--- src/rtl/nn_isa_pkg.sv ---
// Shared ISA definitions for the fetch/decode front end: opcode encodings,
// instruction geometry and the fetch FSM state type.
package nn_isa_pkg;
    localparam int INSTR_W = 16;
    localparam int OPC_W   = 4;
    localparam int OPC_LSB = INSTR_W - OPC_W;

    localparam logic [OPC_W-1:0] OP_NOP  = 4'b0000;
    localparam logic [OPC_W-1:0] OP_ADD  = 4'b0001;
    localparam logic [OPC_W-1:0] OP_MUL  = 4'b0010;
    localparam logic [OPC_W-1:0] OP_SINN = 4'b0011;
    localparam logic [OPC_W-1:0] OP_MAC  = 4'b0100;
    localparam logic [OPC_W-1:0] OP_ADDI = 4'b1001;
    localparam logic [OPC_W-1:0] OP_HALT = 4'b1011;
    localparam logic [OPC_W-1:0] OP_LD   = 4'b1110;
    localparam logic [OPC_W-1:0] OP_ST   = 4'b1111;

    typedef enum logic [1:0] {
        IDLE   = 2'd0,
        FETCH  = 2'd1,
        DRAIN  = 2'd2,
        HALTED = 2'd3
    } fetch_state_e;
endpackage

--- src/rtl/fetch_fifo.sv ---
// Two-entry FIFO holding {instruction, pc}; head is always in head_q so the
// consumer sees a registered output that holds while stalled.
module fetch_fifo #(
    parameter int W = 32
) (
    input  logic         clk,
    input  logic         rst_n,
    input  logic         push_i,
    input  logic         pop_i,
    input  logic [W-1:0] din_i,
    output logic [W-1:0] head_o,
    output logic [1:0]   count_o
);
    logic [W-1:0] head_q, head_d, tail_q, tail_d;
    logic [1:0]   count_q, count_d;
    logic         push_ok, pop_ok;

    assign pop_ok  = pop_i && (count_q != 2'd0);
    assign push_ok = push_i && (count_q != 2'd2);

    always_comb begin
        head_d  = head_q;
        tail_d  = tail_q;
        count_d = count_q;
        case (count_q)
            2'd0: if (push_ok) begin
                head_d  = din_i;
                count_d = 2'd1;
            end
            2'd1: begin
                if (push_ok && pop_ok) begin
                    head_d = din_i;
                end else if (push_ok) begin
                    tail_d  = din_i;
                    count_d = 2'd2;
                end else if (pop_ok) begin
                    count_d = 2'd0;
                end
            end
            2'd2: if (pop_ok) begin
                head_d  = tail_q;
                count_d = 2'd1;
            end
            default: count_d = 2'd0;
        endcase
    end

    always_ff @(posedge clk) begin
        if (!rst_n) begin
            head_q  <= '0;
            tail_q  <= '0;
            count_q <= 2'd0;
        end else begin
            head_q  <= head_d;
            tail_q  <= tail_d;
            count_q <= count_d;
        end
    end

    assign head_o  = head_q;
    assign count_o = count_q;
endmodule

--- src/rtl/instr_fetch_unit.sv ---
// Sequential fetch stage: walks the PC through instruction memory, buffers
// words in a 2-entry queue and stops at HALT once decode has drained it.
module instr_fetch_unit #(
    parameter int                ADDR_W   = 16,
    parameter int                INSTR_W  = nn_isa_pkg::INSTR_W,
    parameter logic [ADDR_W-1:0] RESET_PC = '0
) (
    input  logic               clk,
    input  logic               rst_n,
    input  logic               start,
    output logic               imem_req,
    output logic [ADDR_W-1:0]  imem_addr,
    input  logic               imem_ack,
    input  logic [INSTR_W-1:0] imem_rdata,
    output logic               instr_valid,
    input  logic               instr_ready,
    output logic [INSTR_W-1:0] instr,
    output logic [ADDR_W-1:0]  instr_pc,
    output logic [3:0]         opcode,
    output logic               busy,
    output logic               halted
);
    localparam int EW = INSTR_W + ADDR_W;

    nn_isa_pkg::fetch_state_e state_q, state_d;
    logic [ADDR_W-1:0] pc_q, pc_d;
    logic [EW-1:0]     head;
    logic [1:0]        count;
    logic              push, pop;

    // Request depends only on registered state, so memory never sees a
    // combinational path from its own ack back to req.
    assign imem_req  = (state_q == nn_isa_pkg::FETCH) && (count != 2'd2);
    assign imem_addr = pc_q;
    assign push      = imem_req && imem_ack;
    assign pop       = instr_valid && instr_ready;

    fetch_fifo #(.W(EW)) u_fifo (
        .clk     (clk),
        .rst_n   (rst_n),
        .push_i  (push),
        .pop_i   (pop),
        .din_i   ({imem_rdata, pc_q}),
        .head_o  (head),
        .count_o (count)
    );

    always_comb begin
        state_d = state_q;
        pc_d    = pc_q;
        case (state_q)
            nn_isa_pkg::IDLE: if (start) begin
                state_d = nn_isa_pkg::FETCH;
                pc_d    = RESET_PC;
            end
            nn_isa_pkg::FETCH: if (push) begin
                pc_d = pc_q + 1'b1;
                if (imem_rdata[INSTR_W-1 -: 4] == nn_isa_pkg::OP_HALT)
                    state_d = nn_isa_pkg::DRAIN;
            end
            // Look at the post-pop occupancy so halted rises the cycle after
            // the HALT word leaves the queue.
            nn_isa_pkg::DRAIN: if (count == 2'd0 || (count == 2'd1 && pop))
                state_d = nn_isa_pkg::HALTED;
            nn_isa_pkg::HALTED: state_d = nn_isa_pkg::HALTED;
            default: state_d = nn_isa_pkg::IDLE;
        endcase
    end

    always_ff @(posedge clk) begin
        if (!rst_n) begin
            state_q <= nn_isa_pkg::IDLE;
            pc_q    <= RESET_PC;
        end else begin
            state_q <= state_d;
            pc_q    <= pc_d;
        end
    end

    assign instr_valid = (count != 2'd0);
    assign instr       = head[EW-1 -: INSTR_W];
    assign instr_pc    = head[ADDR_W-1:0];
    assign opcode      = instr[INSTR_W-1 -: 4];
    assign busy        = (state_q == nn_isa_pkg::FETCH) || (state_q == nn_isa_pkg::DRAIN);
    assign halted      = (state_q == nn_isa_pkg::HALTED);
endmodule

--- config.mk ---
export PLATFORM = sky130hd
export DESIGN_NAME = instr_fetch_unit
export DESIGN_NICKNAME = d
export VERILOG_FILES = /design/src/rtl/nn_isa_pkg.sv /design/src/rtl/fetch_fifo.sv /design/src/rtl/instr_fetch_unit.sv
export SDC_FILE = /design/constraint.sdc
export NUM_CORES = 1
export LEC_CHECK = 0
export BUFFER_PORTS_ARGS = -buffer_cell sky130_fd_sc_hd__buf_2
export CAP_MARGIN = 25
export CELL_PAD_IN_SITES_DETAIL_PLACEMENT = 1
export CELL_PAD_IN_SITES_GLOBAL_PLACEMENT = 2
export CORE_MARGIN = 3
export CORE_UTILIZATION = 37
export DETAILED_ROUTE_END_ITERATION = 10
export GPL_TIMING_DRIVEN = 0
export MAX_ROUTING_LAYER = met4
export PLACE_DENSITY_LB_ADDON = 0.12
export SETUP_SLACK_MARGIN = 0.15
export SYNTH_ARGS = -nofsm -noshare
export SYNTH_HDL_FRONTEND = slang
export SYNTH_HIERARCHICAL = 1
export SYNTH_SLANG_ARGS = --single-unit
--- constraint.sdc ---
create_clock -name clk -period 5.1 [get_ports clk]
set_clock_uncertainty 0.15 [all_clocks]
set_input_delay 1.02 -clock clk [delete_from_list [all_inputs] [get_ports clk]]
set_output_delay 1.02 -clock clk [all_outputs]
set_load 0.05 [all_outputs]
==> results.json <==
{
  "required_ps": 3930,
  "synth_flop_cell": "dfxtp_1",
  "synthTopCellsByArea": "dfxtp_1 (40%), a211oi_2 (9.0%), mux2i_1 (8.4%)",
  "status": "completed",
  "r2r-start": "state_q[1]$_SDFFE_PN0P_",
  "synth.top_cells.by_count": "dfxtp_1 (84), nand2_1 (75), mux2i_1 (35), a211oi_1 (34), a21oi_1 (34)",
  "cts_max_path_buffers": 2,
  "ys_ff_latch": 84,
  "dp_hpwl_mm": 8.48,
  "drt_iter0_drc": 94,
  "hp-class": "register to register",
  "ant_nets": 0,
  "synth_fa_ha_area_frac": 0.0181,
  "hold_viol_final": 0,
  "period_minus_slack_ps": 3150,
  "cts_tree": "done",
  "power.density_nw_per_um2": 470,
  "cts_sinks": 84,
  "post-place-ws_ps": 2320,
  "reg2reg_setup_slack_ps": 2380,
  "drc": 0,
  "ir_worst_vdd_mv": 0.202,
  "setup_viol_count_final": 0,
  "slew_viol_final": 0,
  "cts_made_buffers": 9,
  "yosys.area_share.simple": 0.164,
  "seqPwrFrac": 0.345,
  "end_kind": "primary output",
  "hp-start": "u_fifo/tail_q[15]$_SDFFE_PN0P_",
  "p_comb_frac": 0.445,
  "yosys.area.top_type_share": 0.405,
  "critical_path_class": "register to primary output",
  "synth_nets": 472,
  "cts_setup_buffers": 0,
  "max-slew-margin-rel": 0.444,
  "yosysMostFrequentCell": "dfxtp_1",
  "viasPerCell": 5.36,
  "vias": 3620,
  "p_int_mw": 1.29,
  "grt_overflow": 0,
  "diodes": 0,
  "clk_latency_ps": 360,
  "setup_tns_ps": 0,
  "grt_pass1_vias": 3728,
  "cts_resized": 0,
  "crit_path_start_kind": "register",
  "first_pass_iters": 4,
  "synth.cell_area_um2": 4160,
  "hold_end": "u_fifo/tail_q[15]$_SDFFE_PN0P_",
  "synthCells": 445,
  "ys_warn_count": 6,
  "stdcell_area_um2": 4900,
  "synth_top_family_by_area": "compound AO/OA/AOI/OAI gates",
  "cts-root-buf": "clkbuf_8",
  "drt-total-wl_mm": 11.7,
  "clk_pin_slew_worst_paths_ps": 80,
  "setup_slack_ps": 1950,
  "grt_antenna_before_repair": 0,
  "die_h_um": 112,
  "grt_max_degree": 14,
  "synth_mux_area_frac": 0.0870,
  "syn_to_final_growth_pct": 18.0,
  "synth_edf_count": 0,
  "power_switching_mw": 1.01,
  "fillCellCount": 1308,
  "synth-xor-area-share": 0.00843,
  "max_cap_violations": 0,
  "avgSynthCellArea_um2": 9.34,
  "worst_pin_slew_ps": 834,
  "initial_core_util": 0.382,
  "path_max_fanout": 10,
  "p_leak_nw": 2.14,
  "die-area_um2": 12500,
  "power_frac_clock": 0.210,
  "grt_usage": 0.197,
  "grt_first_pass_wirelength_mm": 19.5,
  "path_cells": "inv_1 > ha_1 > buf_6 > clkbuf_1 > and2_1 > buf_2",
  "arrival_ps": 1980,
  "core_region_area_um2": 10900,
  "rsz0062_at_grt": "false",
  "wire_per_inst_um": 17.4,
  "swShare": 0.439,
  "slowest_stage": "clkbuf_1",
  "io_pins": 77,
  "rows": 38,
  "timing.rr.end": "u_fifo/tail_q[1]$_SDFFE_PN0P_",
  "crit_path_max_incr_delay_ps": 390,
  "htree_levels": 3,
  "fin_nets": 559,
  "worstHoldPathCells": 2,
  "rr_worst_depth": 10,
  "layout-drive-gt1-share": 0.308,
  "fmax_mhz": 317,
  "synth_cell_types": 54,
  "synthArstFlopShare": 0,
  "die_w_um": 112,
  "cts_hold_buffers": 0,
  "place_area_um2": 4710,
  "yosys.area.top_type": "dfxtp_1",
  "gp_congestion": 0.800,
  "portBuffers": 76,
  "period_share": 0.618,
  "synth_compound_area_frac": 0.251,
  "synth_seq_area_share": 0.405
}
sequential cells by signal, indices dropped and copies added (netlist names):
signal / count
u_fifo/head_o: 32
u_fifo/tail_q: 32
imem_addr: 16
state_q: 2
u_fifo/count_o: 2
cell usage in the layout, fill, tap and decap left out, drive strengths merged, types with 2 or more instances in the layout:
cell type / netlist / final
buf: 33 / 109
nor2: 11 / 11
nand2: 75 / 75
nor4: 2 / 2
mux2i: 35 / 35
and3: 5 / 5
o21a: 2 / 2
or3b: 2 / 2
nand4: 4 / 4
o21ai: 6 / 6
nand2b: 4 / 4
a22oi: 3 / 3
a21oi: 34 / 34
clkinvlp: 0 / 2
dfxtp: 84 / 84
nor2b: 5 / 5
o211a: 5 / 5
a21boi: 4 / 4
a211oi: 64 / 64
a21o: 2 / 2
xnor2: 4 / 4
inv: 6 / 6
nor3: 3 / 3
nand3: 11 / 11
clkbuf: 9 / 20
and2: 7 / 7
ha: 6 / 6
or2: 2 / 2
metal layers:
metal  vias up  wire length (um)  GRT usage
met2        62              5630      0.321
li1       1776                 -          -
met3        12               385     0.0293
met4         0               161     0.0649
met1      1770              5550      0.253
met5         -                 0          -
power by group through the flow:
| stage | combinational, mW | sequential, mW | clock [mW] |
|---|---|---|---|
| floorplan | 0.575 | 1.04 | 0 |
| global placement | 1.01 | 0.810 | 0 |
| detailed placement | 1.03 | 0.813 | 0 |
| CTS | 1.04 | 0.798 | 0.500 |
| global route | 1.11 | 0.809 | 0.529 |
| finish | 1.03 | 0.795 | 0.485 |
worst max-delay path by stage:
stage	start	endpoint	depth (start not counted)
final	state_q[1]$_SDFFE_PN0P_	imem_req	6
after global routing	state_q[1]$_SDFFE_PN0P_	imem_req	6
after CTS	state_q[1]$_SDFFE_PN0P_	imem_req	6
after detailed placement	state_q[1]$_SDFFE_PN0P_	imem_req	6
after global placement	state_q[1]$_SDFFE_PN0P_	imem_req	6
after floorplan	state_q[1]$_SDFFE_PN0P_	imem_req	5
logic make-up after synthesis:
family | count (synthesis)
buffers and inverters | 48
DFF | 84
AOI/OAI and AO/OA | 128
muxes | 36
and+or+nand+nor | 139
adders and majority gates | 6
xor gates and xnor gates | 4
layout make-up:
| class | count | area, um2 | area share |
|---|---|---|---|
| Clock buffer | 11 | 141 | 0.0288 |
| Timing Repair Buffer | 76 | 380 | 0.0776 |
| Clock inverter | 4 | 50.0 | 0.0102 |
| Sequential cell | 84 | 1680 | 0.343 |
| Buffer | 42 | 251 | 0.0513 |
| Multi-Input combinational cell | 313 | 2200 | 0.449 |
| Inverter | 6 | 22.5 | 0.00459 |
| Tap cell | 140 | 175 | 0.0357 |
per-stage QoR:
step	total power [mW]	hold WS [ps]	cells	utilization
2_1_floorplan	1.61	286	445	-
3_3_place_gp	1.82	291	661	0.433
3_5_place_dp	1.84	298	661	0.433
4_1_cts	2.33	309	676	0.450
5_1_grt	2.44	323	676	0.450
6_report	2.31	308	676	0.450
critical path: cells and delay by family, from the launching register on:
kind / cells / cell delay [ps]
buffers and inverters: 4 / 910
and+or+nand+nor: 1 / 200
adders and majority gates: 1 / 180
DFF: 1 / 340
(Power assumes the default switching activity.)
